File: src/rtl/wishbone_dm_arbiter_pkg.sv
// Shared definitions for the debug-module Wishbone arbiter.
// Contents:
//   state_t  - master FSM state encoding
//   DM_*     - debug-module register addresses on the Wishbone bus
//   *REQ     - dmcontrol bit positions used by both requesters
package wishbone_dm_arbiter_pkg;

    typedef enum logic [1:0] {
        ST_IDLE    = 2'd0,
        ST_BUS     = 2'd1,
        ST_RELEASE = 2'd2,
        ST_RESP    = 2'd3
    } state_t;

    localparam logic [31:0] DM_DATA0     = 32'h0000_0004;
    localparam logic [31:0] DM_DATA1     = 32'h0000_0005;
    localparam logic [31:0] DM_DMCONTROL = 32'h0000_0010;

    localparam int HALTREQ   = 31;
    localparam int RESUMEREQ = 30;
    localparam int HARTRESET = 29;

endpackage

File: src/rtl/wishbone_dm_arbiter_arb.sv
// rr_arbiter2: combinational two-way round-robin pick.
// Ports:
//   pending[1:0] in  - slot n holds a command
//   last_grant   in  - requester granted most recently
//   grant        out - winning requester index (meaningful when valid)
//   valid        out - at least one slot pending
module rr_arbiter2 (
    input  logic [1:0] pending,
    input  logic       last_grant,
    output logic       grant,
    output logic       valid
);

    always_comb begin
        valid = |pending;
        case (pending)
            2'b01:   grant = 1'b0;
            2'b10:   grant = 1'b1;
            // Tie: hand the bus to whoever did not have it last.
            2'b11:   grant = ~last_grant;
            default: grant = 1'b0;
        endcase
    end

endmodule

File: src/rtl/wishbone_dm_arbiter.sv
// wishbone_dm_arbiter: two-requester command slots, round-robin arbitration
// and a classic-cycle Wishbone master in front of the debug-module slave.
// Ports:
//   clk_i, rst_i              - clock, synchronous active-high reset
//   req_i/req_we_i            - per-requester command pulse and write enable
//   req_addr_i/req_data_i     - per-requester address (32b) and data (64b)
//   busy_o                    - slot n pending or in flight
//   done_o/err_o/rdata_o      - completion pulse, timeout flag, read data
//   addr_o/we_o/data_o        - Wishbone address, write enable, write data
//   cyc_o/stb_o               - Wishbone cycle/strobe (always equal)
//   data_i/ack_i              - Wishbone read data and acknowledge
module wishbone_dm_arbiter
    import wishbone_dm_arbiter_pkg::*;
#(
    parameter int TIMEOUT_CYCLES = 64
) (
    input  logic         clk_i,
    input  logic         rst_i,
    input  logic [1:0]   req_i,
    input  logic [1:0]   req_we_i,
    input  logic [63:0]  req_addr_i,
    input  logic [127:0] req_data_i,
    output logic [1:0]   busy_o,
    output logic [1:0]   done_o,
    output logic         err_o,
    output logic [63:0]  rdata_o,
    output logic [31:0]  addr_o,
    output logic         we_o,
    output logic [63:0]  data_o,
    output logic         cyc_o,
    output logic         stb_o,
    input  logic [63:0]  data_i,
    input  logic         ack_i
);

    localparam logic [15:0] TLIMIT = 16'(TIMEOUT_CYCLES - 1);

    state_t            state, state_nxt;
    logic [1:0]        pending;
    logic [1:0]        slot_we;
    logic [1:0][31:0]  slot_addr;
    logic [1:0][63:0]  slot_data;
    logic              grant_q;
    logic              last_grant;
    logic              abort;
    logic [15:0]       tcnt;
    logic              timeout;
    logic              arb_grant;
    logic              arb_valid;

    rr_arbiter2 u_arb (
        .pending    (pending),
        .last_grant (last_grant),
        .grant      (arb_grant),
        .valid      (arb_valid)
    );

    assign timeout = (tcnt == TLIMIT);
    assign busy_o  = pending;

    always_comb begin
        state_nxt = state;
        cyc_o     = 1'b0;
        stb_o     = 1'b0;
        done_o    = 2'b00;
        err_o     = 1'b0;
        case (state)
            ST_IDLE: begin
                if (arb_valid) state_nxt = ST_BUS;
            end
            ST_BUS: begin
                cyc_o = 1'b1;
                stb_o = 1'b1;
                if (ack_i || timeout) state_nxt = ST_RELEASE;
            end
            ST_RELEASE: begin
                // Slave holds ack until cyc drops; wait for it to let go.
                if (!ack_i || timeout) state_nxt = ST_RESP;
            end
            ST_RESP: begin
                done_o    = grant_q ? 2'b10 : 2'b01;
                err_o     = abort;
                state_nxt = ST_IDLE;
            end
            default: state_nxt = ST_IDLE;
        endcase
    end

    always_ff @(posedge clk_i) begin
        if (rst_i) begin
            state      <= ST_IDLE;
            pending    <= '0;
            slot_we    <= '0;
            slot_addr  <= '0;
            slot_data  <= '0;
            grant_q    <= 1'b0;
            last_grant <= 1'b1;
            abort      <= 1'b0;
            tcnt       <= '0;
            rdata_o    <= '0;
            addr_o     <= '0;
            we_o       <= 1'b0;
            data_o     <= '0;
        end else begin
            state <= state_nxt;

            case (state)
                ST_IDLE: begin
                    if (arb_valid) begin
                        grant_q    <= arb_grant;
                        last_grant <= arb_grant;
                        addr_o     <= slot_addr[arb_grant];
                        we_o       <= slot_we[arb_grant];
                        data_o     <= slot_data[arb_grant];
                        tcnt       <= '0;
                        abort      <= 1'b0;
                    end
                end
                ST_BUS: begin
                    if (ack_i) begin
                        if (!we_o) rdata_o <= data_i;
                        tcnt <= '0;
                    end else if (timeout) begin
                        abort <= 1'b1;
                        tcnt  <= '0;
                    end else begin
                        tcnt <= tcnt + 16'd1;
                    end
                end
                ST_RELEASE: begin
                    if (ack_i) begin
                        if (timeout) abort <= 1'b1;
                        else         tcnt  <= tcnt + 16'd1;
                    end
                end
                ST_RESP: begin
                    pending[grant_q] <= 1'b0;
                end
                default: ;
            endcase

            // Placed after the RESP clear so a new pulse landing on the
            // completing slot is kept rather than lost.
            for (int n = 0; n < 2; n++) begin
                if (req_i[n] && (!pending[n] ||
                                 (state == ST_RESP && grant_q == 1'(n)))) begin
                    pending[n]   <= 1'b1;
                    slot_we[n]   <= req_we_i[n];
                    slot_addr[n] <= req_addr_i[32*n +: 32];
                    slot_data[n] <= req_data_i[64*n +: 64];
                end
            end
        end
    end

endmodule

File: config.mk
export PLATFORM = sky130hd
export DESIGN_NAME = wishbone_dm_arbiter
export DESIGN_NICKNAME = d
export VERILOG_FILES = /design/src/rtl/wishbone_dm_arbiter_pkg.sv /design/src/rtl/wishbone_dm_arbiter_arb.sv /design/src/rtl/wishbone_dm_arbiter.sv
export SDC_FILE = /design/constraint.sdc
export NUM_CORES = 1
export LEC_CHECK = 0
export CORE_ASPECT_RATIO = 0.75
export CORE_MARGIN = 4
export CORE_UTILIZATION = 42
export CTS_BUF_LIST = sky130_fd_sc_hd__clkbuf_16
export DETAILED_ROUTE_END_ITERATION = 8
export GPL_TIMING_DRIVEN = 0
export PLACE_DENSITY = 0.83
export SLEW_MARGIN = 40
export SYNTH_ARGS = -nofsm -noshare
export SYNTH_HDL_FRONTEND = slang
export SYNTH_SLANG_ARGS = --single-unit
File: constraint.sdc
create_clock -name clk_i -period 2 [get_ports clk_i]
set_input_delay 0.2 -clock clk_i [delete_from_list [all_inputs] [get_ports clk_i]]
set_output_delay 0.2 -clock clk_i [all_outputs]
set_load 0.02 [all_outputs]
==> results of run 1 <==
-- cells in the final DEF, fill, tap and decap left out, types with 14 or more instances in the layout --
cell type	n
nand2_1	520
clkbuf_2	42
a21oi_1	263
clkbuf_1	55
inv_1	14
nor2_1	110
clkbuf_16	39
mux2i_1	98
dfxtp_1	367
a211oi_1	98
buf_4	16
clkdlybuf4s50_1	425
-- state kept, by name, indices dropped and copies added, names as in the netlist --
| name | cells |
|---|---|
| addr_o | 32 |
| busy_o | 2 |
| slot_addr | 64 |
| we_o | 1 |
| grant_q | 1 |
| state | 2 |
| tcnt | 16 |
| slot_we | 2 |
| slot_data | 128 |
| rdata_o | 64 |
| data_o | 64 |
| abort | 1 |
| last_grant | 1 |
-- logic make-up after synthesis --
| logic type | after synthesis | synth area share [%] |
|---|---|---|
| multiplexers | 99 | 6.984 |
| AO/OA/AOI/OAI | 372 | 15.11 |
| buffers and inverters | 138 | 3.787 |
| adder cells (fa/ha/maj) | 6 | 0.5284 |
| AND/OR/NAND/NOR | 695 | 19.46 |
| XOR/XNOR | 14 | 0.8631 |
| flip-flops | 378 | 53.27 |
-- worst max-delay path: stages, from the launching register on --
cell and delay (ns):
dfxtp_2 0.32, or4b_4 0.55, nor4_4 0.33, nor3b_2 0.10
o41ai_4 0.37, buf_6 0.19, buf_6 0.13, nor2_1 0.04
-- worst paths after layout --
check,from,endpoint,slack [ns],cells after the start
setup / recovery,tcnt[15],tcnt[11],-0.15,7
hold / removal,req_data_i[34],slot_data[34],0.22,3
setup reg to reg,tcnt[15],tcnt[11],-0.15,7
hold reg to reg,slot_data[24],slot_data[24],0.45,2
-- where the power goes --
group,switching (mW),total [mW],internal (mW)
clock,2.93,6.46,3.53
sequential,0.672,9.30,8.63
combinational,4.18,7.37,3.19
total,7.79,23.1,15.3
-- layer usage --
| metal | track usage, % | part of all wire (%) |
|---|---|---|
| met5 | 0 | 0 |
| met1 | 31.99 | 40 |
| met3 | 4.590 | 8.1 |
| met4 | 12.23 | 4.8 |
| met2 | 41.49 | 47 |
-- layout make-up --
cell class	instances	area, sq um
buffer	129	670.6
multi-input combinational	1186	6262
fill	2760	12810
sequential	378	7589
antenna	4	10.01
clock buffer	39	975.9
tap	450	563.0
inverter	7	26.28
timing repair buffer	445	4425
clock inverter	25	118.9
-- timing repair --
item / in CTS / in global routing
setup endpoints to repair: 370 / 287
buffers inserted: 9 / 5
hold buffers: 0 / 0
endpoints found under the hold margin: 0 / 0
cloned: 1 / 0
pin swaps: 15 / 2
gates resized for setup: 92 / 89
==> results.ini, run 1 <==
[synth]
synth_most_common_cell = nand2_1
synth_ff_type = dfxtp_1
synth_common_cells = nand2_1, dfxtp_1, a21oi_1
netlist_area_sq_um = 14210
synth_nets = 1971
ys_async_sr_fraction_pct = 0
yosysWarnings = 0
synth.avg_cell_area_sq_um = 8.347
ys_seq_area_share_pct = 53.27
synthCells = 1702
yosysTopAreaCell = dfxtp_1
synth_top_area_share_pct = 53.27
synth_seq_cells = 378
synth_enable_flop_cells = 0
synth.area.top_cells = dfxtp_1, nand2_1, a21oi_1
ys_types = 39

[cts]
clkTransAtPathRegs_ns = 0.06
clockBufferDepth = 3
cts_tree = built
cts.sinks = 378
cts_buffers = 38
insertion_delay_ns = 0.52
htree_levels = 2
cts_root_buf = clkbuf_16

[setup_path]
critical_path_class = reg2reg
end_kind = flip-flop
crit_fanout = 6
cp.required_ns = 2.41
critPathArrivalTime_ns = 2.56
start_kind = flip-flop

[die]
die_w_microns = 220.4
initial_utilization_pct = 42.46
die-area_sq_um = 36860
core_sq_um = 33450
num_rows = 58
dieHeight_microns = 167.3
pin_count = 431

[layout]
finalNetCount = 2454
final_core_util_pct = 61.70
finish.instance_area_sq_um = 20640
syn2layout_area_growth_pct = 45.30
fin_cells = 2663
drive_above_1_share_pct = 8.330

[place]
dpl-instance-area_sq_um = 19120
dpl.hpwl_mm = 36.83
dp.cells = 2582
io_buffers = 430
pre_cts_ws_ns = -0.8098
place.gp.congestion = 0.8872

[run_status]
status = finished with violations
violations = setup timing

[timing]
relSlewSlack_pct = 47.49
period_share_pct = 107.3
grt_setup_unrepaired = true
finalSetupTns_ns = -1.963
clock.fmax_mhz = 465.9
setup_slack_ns = -0.1463
setup_viol = 16
skew_ns = 0.01281
final_max_slew_viol_count = 0
finalCriticalPeriod_ns = 2.146
hold_viol_final = 0
worstMarginPinSlew_ns = 0.7876
hold-worst-slack_ns = 0.2209

[drt]
vias = 14040
wire_per_inst_microns = 18.56
ant_nets = 0
drt_iter0_markers = 955
drt_first_pass_iters = 6
routed_wl_mm = 49.41
via_per_inst = 5.274
route.detailed.drc = 0

[pwr]
powerDensity_nw_per_um2 = 1121
total_power_mw = 23.13
cellLeakagePower_nw = 7.554
peakVddDrop_mv = 0.5966

[global_route]
grt_max_degree = 15
first_global_vias = 13760
antenna_found_initial = 4
grt_first_pass_wirelength_mm = 74.33
grt_usage_pct = 25.23
gr-total-overflow = 0

[hold_path]
holdCritPathClass = in2reg

[job]
drv_cap = 0

No activity file was read; power rests on OpenSTA's default activity.
==> run 2: changes to the inputs <==
SETUP_SLACK_MARGIN = 0.3   (was unset)
==> results.ini, run 2 (synthesized netlist as in run 1, its figures left out) <==
[timing]
final_max_slew_viol_count = 0
setup_viol = 16
finalSetupTns_ns = -2.149
setup_slack_ns = -0.1692
hold_viol_final = 0
relSlewSlack_pct = 45.52
clock.fmax_mhz = 461.0
grt_setup_unrepaired = true
period_share_pct = 108.5
skew_ns = 0.01494
finalCriticalPeriod_ns = 2.169
worstMarginPinSlew_ns = 0.8172

[layout]
finish.instance_area_sq_um = 21760
largest_register_ffs = 128
final_common_cell = nand2_1
final_core_util_pct = 65.06
finalNetCount = 2474
layout_common_cells = nand2_1, dfxtp_1, clkdlybuf4s50_1
syn2layout_area_growth_pct = 53.21
top_register = slot_data
drive_above_1_share_pct = 13.63

[setup_path]
critPathMaxStageDelay_ns = 0.56
start_kind = flip-flop
critPathArrivalTime_ns = 2.57
slowest_stage = or4b_4
crit_chain = or4b_4, nor4_4, nor3b_2, o41ai_4, buf_6, buf_6, nor2_1
crit_fanout = 5
end_kind = flip-flop
r2r_slack_ns = -0.17
crit_buf_inv = 2
cpMostUsedCell = buf_6
critical_path_class = reg2reg
regToRegEndpoint = tcnt[8]
cp_top_family = simple AND/OR/NAND/NOR gates
cp.required_ns = 2.41
timing.rr.start = tcnt[6]
reg2reg_depth = 7

[drt]
wire_per_inst_microns = 19.26
route.detailed.drc = 0
vias = 14140
ant_nets = 0
drt_iter0_markers = 1067
via_per_inst = 5.263
routed_wl_mm = 51.74
drt_first_pass_iters = 5

[place]
dpl.hpwl_mm = 37.49
place.gp.congestion = 0.8870
pre_cts_ws_ns = -0.8247
dpl-instance-area_sq_um = 19160
io_buffers = 430

[global_route]
grt_first_pass_wirelength_mm = 75.12
grt_max_degree = 15
grt_usage_pct = 25.70
first_global_vias = 13740
gr-total-overflow = 0
antenna_found_initial = 5

[die]
dieHeight_microns = 167.3
core_sq_um = 33450
die-area_sq_um = 36860
num_rows = 58
pin_count = 431
initial_utilization_pct = 42.46
die_w_microns = 220.4

[cts]
cts_tree = built
holdBufCountCts = 0
insertion_delay_ns = 0.53
cts.sinks = 378
cts_root_buf = clkbuf_16
clockBufferDepth = 3
cts_buffers = 38
htree_levels = 2
clkTransAtPathRegs_ns = 0.06

[hold_path]
hold_start = req_data_i[39]
hold_path_end = slot_data[39]
whs_path_depth = 3
holdCritPathClass = in2reg

[pwr]
cellLeakagePower_nw = 9.405
peakVddDrop_mv = 0.6385
powerDensity_nw_per_um2 = 1102

[job]
drv_cap = 0

[run_status]
status = finished with violations
violations = setup timing

run 2: cell count changes in the layout (fill, tap and decap cells not counted), moves of 14 or more:
cell	delta
clkbuf_1	-23
dlygate4sd2_1	+85
mux2i_2	+20
a211oi_2	+19
buf_6	+14
a211oi_1	-19
clkdlybuf4s50_1	-153
dlymetal6s2s_1	+63
mux2i_1	-22
run 2: per-stage QoR:
| step | hold slack (ns) | total power [mW] | std cells |
|---|---|---|---|
| 2_1_floorplan | 0.3173 | 13.08 | 1702 |
| 3_3_place_gp | 0.4412 | 16.29 | 2582 |
| 3_5_place_dp | 0.4456 | 16.51 | 2582 |
| 4_1_cts | 0.1970 | 23.58 | 2662 |
| 5_1_grt | 0.2034 | 25.02 | 2686 |
| 6_report | 0.2196 | 23.98 | 2686 |
run 2: worst min-delay path, stage by stage:
cell	delay, ns
clkdlybuf4s50_1	0.39
nand2_1	0.05
a21oi_1	0.05
run 2: worst max path at each step:
stage,startpoint,end,cells after the start
2_1_floorplan,tcnt[0],tcnt[13],7
4_1_cts,tcnt[6],tcnt[8],7
6_report,tcnt[6],tcnt[8],7
3_5_place_dp,rst_i,slot_addr[21],5
5_1_grt,tcnt[6],tcnt[9],7
3_3_place_gp,rst_i,slot_addr[28],5
run 2: metal layers:
metal / wire (microns) / GRT usage, % / vias up
met2: 24800 / 43.50 / 605
li1: - / - / 6722
met4: 2731 / 12.23 / 0
met1: 20650 / 31.63 / 6670
met3: 3559 / 4.663 / 139
met5: 0 / 0 / -
run 2: power by group:
group          internal (mW)  switching, mW  total [mW]  leakage (nW)
registers               8.64          0.689        9.32          3.10
clock network           3.80           2.96        6.75         0.599
logic                   3.43           4.47        7.90          5.70
run 2: repair_timing:
| item | 4_1_cts | 5_1_grt |
|---|---|---|
| buffers inserted | 13 | 17 |
| endpoints found under the hold margin | 0 | 0 |
| pin swaps | 12 | 14 |
| gates resized for setup | 322 | 208 |
| gates cloned | 1 | 2 |
| endpoints found under the setup margin | 485 | 351 |
run 2: cell type report:
class,instances,area [sq um]
inverter,7,28.78
antenna,5,12.51
clock inverter,27,180.2
buffer,131,1129
fill,2567,11690
multi-input combinational,1186,6630
tap,450,563.0
clock buffer,39,975.9
sequential,378,7599
timing repair buffer,463,4647
==> run 3: changes to the inputs <==
CORE_UTILIZATION = 51   (was 42)
PLACE_DENSITY = 0.93   (was 0.83)
clock period = 2.7 ns   (was 2 ns; I/O delays follow)
==> results.ini, run 3 (synthesized netlist as in run 1, its figures left out) <==
[die]
die_w_microns = 200.7
core_sq_um = 27200
die-area_sq_um = 30620
initial_utilization_pct = 52.24
dieHeight_microns = 152.5
pin_count = 431
num_rows = 52

[global_route]
grt_first_pass_wirelength_mm = 76.36
antenna_found_initial = 5
gr-total-overflow = 0
first_global_vias = 14100
grt_max_degree = 15
grt_usage_pct = 30.88

[hold_path]
holdCritPathClass = in2reg
whs_path_depth = 3
hold_start = req_data_i[25]

[cts]
clockBufferDepth = 3
insertion_delay_ns = 0.51
cts_buffers = 37
cts_tree = built
clkTransAtPathRegs_ns = 0.06
cts.sinks = 378
htree_levels = 2
cts_root_buf = clkbuf_16

[drt]
wire_per_inst_microns = 19.73
routed_wl_mm = 50.31
vias = 14370
ant_nets = 0
drt_iter0_markers = 1099
route.detailed.drc = 0
via_per_inst = 5.635
drt_first_pass_iters = 6

[layout]
finish.instance_area_sq_um = 20130
largest_register_ffs = 128
layout_common_cells = nand2_1, clkdlybuf4s50_1, dfxtp_1
final_core_util_pct = 74.02
fin_cells = 2550
final_common_cell = nand2_1
syn2layout_area_growth_pct = 41.70
multiInputGateArea_sq_um = 6152
finalNetCount = 2443
seq_area_sq_um = 7567
top_register = slot_data
num-fill-cells = 1856
drive_above_1_share_pct = 4.512

[setup_path]
reg2reg_depth = 9
timing.rr.start = state[0]
critPathMaxStageDelay_ns = 0.61
crit_chain = ha_1, nand2b_1, inv_1, clkdlybuf4s50_1
crit_fanout = 5
regToRegEndpoint = slot_addr[33]
start_kind = flip-flop
crit_path_end = done_o[0]
cp.required_ns = 2.43
critPathArrivalTime_ns = 2.02
critical_path_class = reg2out
r2r_slack_ns = 0.44
cp-startpoint = state[0]
end_kind = primary output
slowest_stage = clkdlybuf4s50_1

[pwr]
cellLeakagePower_nw = 7.305
total_power_mw = 16.84
peakVddDrop_mv = 0.6131
powerDensity_nw_per_um2 = 836.7

[timing]
period_share_pct = 84.91
skew_ns = 0.01714
setup_viol = 0
grt_setup_unrepaired = false
final_max_slew_viol_count = 0
hold_viol_final = 0
worstMarginPinSlew_ns = 0.8087
finalCriticalPeriod_ns = 2.292
relSlewSlack_pct = 46.09
clock.fmax_mhz = 436.2

[place]
place.gp.congestion = 0.9544
dpl.hpwl_mm = 37.60
io_buffers = 430
dp.cells = 2484
dpl-instance-area_sq_um = 18960

[job]
drv_cap = 0

[run_status]
status = completed

## run 3: changes by cell type in the layout (fill, tap and decap cells not counted), sizes merged
| cell | change |
|---|---|
| clkdlybuf4s50 | +158 |
| dlygate4sd2 | -90 |
| dlymetal6s2s | -63 |
| buf | -45 |
| clkbuf | +9 |
| clkinv | -3 |
| bufinv | -1 |
| clkdlybuf4s15 | -1 |
| inv | -1 |
## run 3: worst max-delay path: cells and delay by family (launching register included)
family	cells	cell delay, ns
buffers and inverters	2	0.71
DFF	1	0.43
adders and majority gates	1	0.26
and+or+nand+nor	1	0.11
## run 3: worst min-delay path by stage
stage                           to  slack (ns)
floorplan                busy_o[0]        0.39
global placement     slot_data[74]        0.44
detailed placement  slot_data[107]        0.45
CTS                    rdata_o[13]        0.29
global route         slot_data[15]        0.30
finish               slot_data[25]        0.31
## run 3: cell type report
class / count / area share, %
flip-flops and latches: 378 / 37.59
multi-input cells: 1186 / 30.56
repair buffers: 434 / 21.55
clock buffers: 37 / 4.599
plain buffers: 130 / 2.729
well taps: 351 / 2.182
clock inverters: 22 / 0.5967
inverters: 7 / 0.1305
diodes: 5 / 0.06215
## run 3: power by group
| group | internal (mW) | total, mW | switching (mW) |
|---|---|---|---|
| Combinational | 2.26 | 5.29 | 3.03 |
| Sequential | 6.39 | 6.91 | 0.523 |
| Clock | 2.56 | 4.64 | 2.08 |
## run 3: routing by layer
metal | vias to the layer above | track usage (%) | routed length, microns
met1 | 6735 | 38.33 | 19640
li1 | 6656 | - | -
met3 | 190 | 5.404 | 4126
met5 | - | 0 | 0
met4 | 0 | 18.02 | 3211
met2 | 787 | 50.91 | 23340
## run 3: timing repair
action,CTS,global route
endpoints found under the setup margin,125,187
pin swaps,1,1
resized for setup,14,44
hold buffers,0,0
setup buffers,2,1
## run 3: metrics by stage
step	worst slack (ns)	hold slack, ns	setup TNS (ns)
finish	0.4075	0.3079	0
global route	0.3075	0.3018	0
CTS	0.3042	0.2933	0
detailed placement	-0.1970	0.4467	-2.279
global placement	-0.1426	0.4414	-1.818
floorplan	0.6191	0.3874	0
